`config.mk`:
```
export PLATFORM = sky130hd
export DESIGN_NAME = instr_encoder_loader
export DESIGN_NICKNAME = d
export VERILOG_FILES = /design/src/rtl/instr_encoder_loader.sv
export SDC_FILE = /design/constraint.sdc
export NUM_CORES = 1
export LEC_CHECK = 0
export BUFFER_PORTS_ARGS = -buffer_cell sky130_fd_sc_hd__buf_2
export CORE_ASPECT_RATIO = 1.5
export CORE_MARGIN = 3
export CORE_UTILIZATION = 45
export CTS_CLUSTER_DIAMETER = 100
export DETAILED_ROUTE_END_ITERATION = 6
export PLACE_DENSITY = 0.72
export SETUP_SLACK_MARGIN = 0.15
export SYNTH_ARGS = -nofsm -noshare
export SYNTH_HDL_FRONTEND = slang
export SYNTH_SLANG_ARGS = --single-unit
```
`constraint.sdc`:
```
create_clock -name clock -period 4.22 [get_ports clock]
set_input_delay 0.211 -clock clock [delete_from_list [all_inputs] [get_ports clock]]
set_output_delay 0.211 -clock clock [all_outputs]
set_load 0.005 [all_outputs]
```
`src/rtl/instr_encoder_loader.sv`:
```
// rtl/instr_encoder_loader.sv - encodes instruction fields, buffers them and writes them into imem
module instr_encoder_loader #(
   parameter int AW        = 12,
   parameter int BASE_ADDR = 0,
   parameter int MAX_WORDS = 4096
) (
   input  logic          clock,
   input  logic          reset_n,
   input  logic          start,
   input  logic          finish,
   input  logic          in_valid,
   output logic          in_ready,
   input  logic [10:0]   op_sel,
   input  logic [4:0]    rd,
   input  logic [4:0]    rs,
   input  logic [4:0]    rt,
   input  logic [4:0]    shamt,
   input  logic [4:0]    aluop,
   input  logic [16:0]   imm,
   input  logic [26:0]   target,
   output logic          imem_wren,
   output logic [AW-1:0] imem_addr,
   output logic [31:0]   imem_data,
   output logic          busy,
   output logic          done,
   output logic          err,
   output logic [AW:0]   count
);

   localparam logic [AW:0]   MAXW  = MAX_WORDS[AW:0];
   localparam logic [AW-1:0] BASE  = BASE_ADDR[AW-1:0];
   localparam logic [AW:0]   ONE_C = {{AW{1'b0}}, 1'b1};
   localparam logic [AW-1:0] ONE_A = {{(AW-1){1'b0}}, 1'b1};

   typedef enum logic [1:0] {IDLE, LOAD, FLUSH, DONE} state_t;
   state_t state, state_n;

   logic [31:0]   word;
   logic          op_ok;
   logic [31:0]   fifo_mem [4];
   logic [1:0]    rd_ptr, wr_ptr;
   logic [2:0]    fifo_cnt;
   logic [AW-1:0] wptr;
   logic [AW:0]   accepted;
   logic          active, fifo_empty, fifo_full, xfer, push, pop, start_ok;

   // Exactly one class bit selects a format; anything else is flagged invalid.
   always_comb begin
      word  = '0;
      op_ok = 1'b1;
      case (op_sel)
         11'b100_0000_0000: word = {5'b00000, rd, rs, rt, shamt, aluop, 2'b00};
         11'b010_0000_0000: word = {5'b00101, rd, rs, imm};
         11'b001_0000_0000: word = {5'b00111, rd, rs, imm};
         11'b000_1000_0000: word = {5'b01000, rd, rs, imm};
         11'b000_0100_0000: word = {5'b00001, target};
         11'b000_0010_0000: word = {5'b00010, rd, rs, imm};
         11'b000_0001_0000: word = {5'b00011, target};
         11'b000_0000_1000: word = {5'b00100, rd, 22'd0};
         11'b000_0000_0100: word = {5'b00110, rd, rs, imm};
         11'b000_0000_0010: word = {5'b10110, target};
         11'b000_0000_0001: word = {5'b10101, target};
         default:           op_ok = 1'b0;
      endcase
   end

   assign active     = (state == LOAD) || (state == FLUSH);
   assign fifo_empty = (fifo_cnt == 3'd0);
   assign fifo_full  = (fifo_cnt == 3'd4);
   assign in_ready   = (state == LOAD) && !fifo_full && (accepted < MAXW);
   assign xfer       = in_valid && in_ready;
   assign push       = xfer && op_ok;
   assign pop        = active && !fifo_empty;
   assign start_ok   = start && ((state == IDLE) || (state == DONE));
   assign busy       = active;
   assign done       = (state == DONE);

   always_comb begin
      state_n = state;
      case (state)
         IDLE:    if (start) state_n = LOAD;
         LOAD:    if (finish) state_n = FLUSH;
         FLUSH:   if (fifo_empty) state_n = DONE;
         DONE:    if (start) state_n = LOAD;
         default: state_n = IDLE;
      endcase
   end

   always_ff @(posedge clock or negedge reset_n) begin
      if (!reset_n) state <= IDLE;
      else          state <= state_n;
   end

   always_ff @(posedge clock) begin
      if (push) fifo_mem[wr_ptr] <= word;
   end

   always_ff @(posedge clock or negedge reset_n) begin
      if (!reset_n) begin
         rd_ptr    <= '0;
         wr_ptr    <= '0;
         fifo_cnt  <= '0;
         wptr      <= BASE;
         accepted  <= '0;
         count     <= '0;
         err       <= 1'b0;
         imem_wren <= 1'b0;
         imem_addr <= '0;
         imem_data <= '0;
      end else begin
         if (push) wr_ptr <= wr_ptr + 2'd1;
         fifo_cnt <= fifo_cnt + {2'b00, push} - {2'b00, pop};
         if (pop) begin
            rd_ptr    <= rd_ptr + 2'd1;
            imem_wren <= 1'b1;
            imem_addr <= wptr;
            imem_data <= fifo_mem[rd_ptr];
            wptr      <= wptr + ONE_A;
            count     <= count + ONE_C;
         end else begin
            imem_wren <= 1'b0;
         end
         if (start_ok) begin
            wptr     <= BASE;
            count    <= '0;
            accepted <= '0;
            err      <= 1'b0;
         end else begin
            if (push) accepted <= accepted + ONE_C;
            if (xfer && !op_ok) err <= 1'b1;
         end
      end
   end

endmodule

```
==> results.toml <==
[run_status]
run_status = "complete, but fails checks"
violations = "design-rule violations"

[clocking]
ctsResizeCount = 0
post_cts_buffers = 0
cts_tree = "done"
cts.path.max_buffers = 3
numClockSinks = 221
h-tree-depth = 1
clock_tree.root_cell = "clkbuf_16"
clk_latency_ps = 500
cts_buffers = 21
clk_pin_slew_worst_paths_ps = 70

[route]
postRouteAntennaNets = 0
wl_per_cell_um = 17.2
drc = 4
via_per_inst = 5.31
drt_iter0_drc = 438
finalWirelength_um = 19900
drtPass1Iterations = 7
vias = 6136

[yosys]
synth-seq-cells = 221
synth_cell_type_count = 50
yosysSeqAreaShare = 0.649
synthTopCellsByArea = "edfxtp_1 40%, dfrtp_1 24%, mux4_2 7.6%, nand2_1 7.0%, xor2_1 1.8%"
post_synth_fa_ha_maj_area_fraction = 0.0179
yosys.area_share.simple = 0.132
synth_top_cell_area_share = 0.404
synthCells = 740
syn_avg_cell_area_sq_um = 12.8
synth_xor_area_frac = 0.0240
synthFlopType = "edfxtp_1"
synth-edff-count = 128
syn-num-nets = 838
yosys_warnings = 0
synth_area_sq_mm = 0.00950
async_flop_share = 0.421
synth_compound_gate_area_share = 0.0644
synthMuxAreaShare = 0.0802
synth_top_family_by_area = "simple AND/OR/NAND/NOR gates"
yosysTopAreaCell = "edfxtp_1"

[power_and_ir_drop]
power.internal_mw = 4.50
switching_share = 0.326
leakagePower_nw = 4.78
p_per_area_mw_per_mm2 = 592
p_switching_mw = 2.17
comb_power_share = 0.289
pwr-share-clk = 0.299
seqPwrFrac = 0.412
ir_drop_v = 0.000406

[global_route]
grt_start_max_net_pins = 71
antenna_found_initial = 0
grt_pass1_wl_um = 32200
grt_use_total = 0.173
grt_overflow_total = 0
grt_pass1_vias = 6185

[min_path]
hold_start = "rt[3]"
whs_path_depth = 3
hold_end = "fifo_mem[3][15]"
hold_class = "primary input to flip-flop"

[sta]
fin_crit_ps = 2550
slew_headroom = 0.270
hold_viol = 0
fmax_ghz = 0.392
setup_viol = 0
worst_slack_ps = 1670
skew_ps = 9.25
final.setup.tns_ps = 0
drv_slew = 0
worst_pin_slew_ps = 1100
rsz0062_at_grt = "false"
period_share = 0.605
whs_ps = 67.4

[floorplan]
core_area_sq_mm = 0.0206
initial_core_util = 0.462
io_pins = 147
die_h_um = 184
die_w_um = 125
rows = 64
die_area_sq_mm = 0.0229

[place]
gp_congestion = 0.795
place_ws_ps = 1270
port_buffers = 146
dp_hpwl_um = 13300
dpl_cell_area_sq_mm = 0.0105

[cells_and_area]
design_area_sq_mm = 0.0113
synthToLayoutAreaGrowth_pct = 18.6
drive_above_1_share = 0.270
nets = 975
final_util = 0.547
n_antenna_cell = 0

[critical_path]
cp-end-kind = "flip-flop"
crit_required_ps = 4390
crit_type = "flip-flop to flip-flop"
r2r_slack_ps = 1670
r2r-start = "state[1]"
worst-path-max-fanout = 29
arrival_ps = 2720
r2r_cells = 8
rr_endpoint = "fifo_mem[0][14]"
start_kind = "flip-flop"

[job]
maxCapViolCount = 0
layer usage:
layer,routed length [um],track usage,up-vias
li1,-,-,2935
met1,8150,0.217,3010
met2,10300,0.313,163
met4,413,0.0500,0
met5,0,0,-
met3,950,0.0218,28
repair_timing:
item | 4_1_cts | 5_1_grt
endpoints found under the setup margin | 0 | 0
hold buffers | 2 | 0
hold endpoints to repair | 70 | 0
synthesized netlist by cell type, types with 2 or more instances:
master / number
o211ai_1: 2
nor2_1: 25
nand3_1: 19
and4_1: 2
or3_1: 13
nand4_1: 5
a222oi_1: 10
nor4_1: 5
nor4_4: 2
a21oi_1: 15
ha_1: 12
mux4_2: 32
a22oi_1: 5
buf_1: 4
nand2_1: 177
clkbuf_1: 27
o21ai_0: 32
a22o_1: 12
nor3_1: 9
inv_1: 28
edfxtp_1: 128
xor2_1: 19
buf_2: 11
o31ai_1: 2
nand2b_1: 4
and3_1: 11
o32ai_1: 2
o21ai_1: 2
xnor2_1: 7
buf_4: 2
dfrtp_1: 93
or2_2: 3
mux2i_1: 3
critical path, cell delays in order, from the launching register on:
cell,delay [ps]
dfrtp_1,420
inv_1,70
ha_1,200
nand3_1,130
nor2_1,280
o31ai_4,130
buf_4,250
nor2_4,350
buf_4,380
worst max path at each step:
| stage | start | to |
|---|---|---|
| floorplan | op_sel[4] | fifo_mem[0][0] |
| global route | state[0] | fifo_cnt[2] |
| global placement | op_sel[5] | fifo_mem[0][14] |
| finish | state[1] | fifo_mem[0][14] |
| detailed placement | op_sel[5] | fifo_mem[0][14] |
| CTS | state[1] | fifo_mem[1][14] |
layout make-up:
| class | instances | area (sq um) |
|---|---|---|
| Fill cell | 1696 | 9310 |
| Inverter | 28 | 105 |
| Multi-Input combinational cell | 446 | 3080 |
| Sequential cell | 221 | 6170 |
| Clock buffer | 23 | 543 |
| Clock inverter | 15 | 196 |
| Tap cell | 264 | 330 |
| Timing Repair Buffer | 159 | 836 |
cell families (layout without fill, tap and decap cells):
group                    Yosys count  after routing
AND/OR/NAND/NOR                  280            280
adder cells (fa/ha/maj)           13             13
multiplexers                      36             36
AO/OA/AOI/OAI                     91             91
XOR/XNOR                          26             26
buffers and inverters             73            225
flip-flops                       221            221
layout by cell type (no fill, tap or decap), types with 3 or more instances in the layout:
cell        Yosys  layout
xor2_1         19      19
nand2_1       177     176
a21oi_1        15      15
buf_2          11     145
nor2_4          0       4
bufinv_16       0       4
nand3_1        19      19
ha_1           12      12
inv_6           0       3
clkinv_2        0       3
and3_1         11      11
or3_1          13      13
edfxtp_1      128     128
nand4_1         5       5
a222oi_1       10      10
or2_2           3       3
buf_4           2      12
a22oi_1         5       5
nand2b_1        4       4
nor4_1          5       5
a22o_1         12      12
nor3_1          9       9
dfrtp_1        93      92
mux4_2         32      32
mux2i_1         3       3
clkinvlp_4      0       3
nor2_1         25      21
inv_1          28      27
o21ai_0        32      32
clkbuf_16       0      21
xnor2_1         7       7
registers in the layout, summed over array words and instances (netlist names), 3 cells and up:
signal and flops:
fifo_cnt 3, wptr 12, imem_addr 12, fifo_mem 128, accepted 13, count 13
imem_data 32
power by group through the flow:
stage / combinational [mW] / sequential [mW] / clock (mW)
after floorplan: 1.33 / 2.74 / 0
after global placement: 1.92 / 2.79 / 0
after detailed placement: 1.98 / 2.80 / 0
after CTS: 1.99 / 2.76 / 2.04
after global routing: 2.20 / 2.79 / 2.13
final: 1.93 / 2.75 / 2.00
through the flow:
| step | power (mW) | cells |
|---|---|---|
| detailed placement | 4.78 | 1116 |
| finish | 6.67 | 1156 |
| global route | 7.12 | 1156 |
| CTS | 6.79 | 1156 |
| global placement | 4.72 | 1116 |
| floorplan | 4.06 | 740 |
Power figures use the tool's default switching activity.
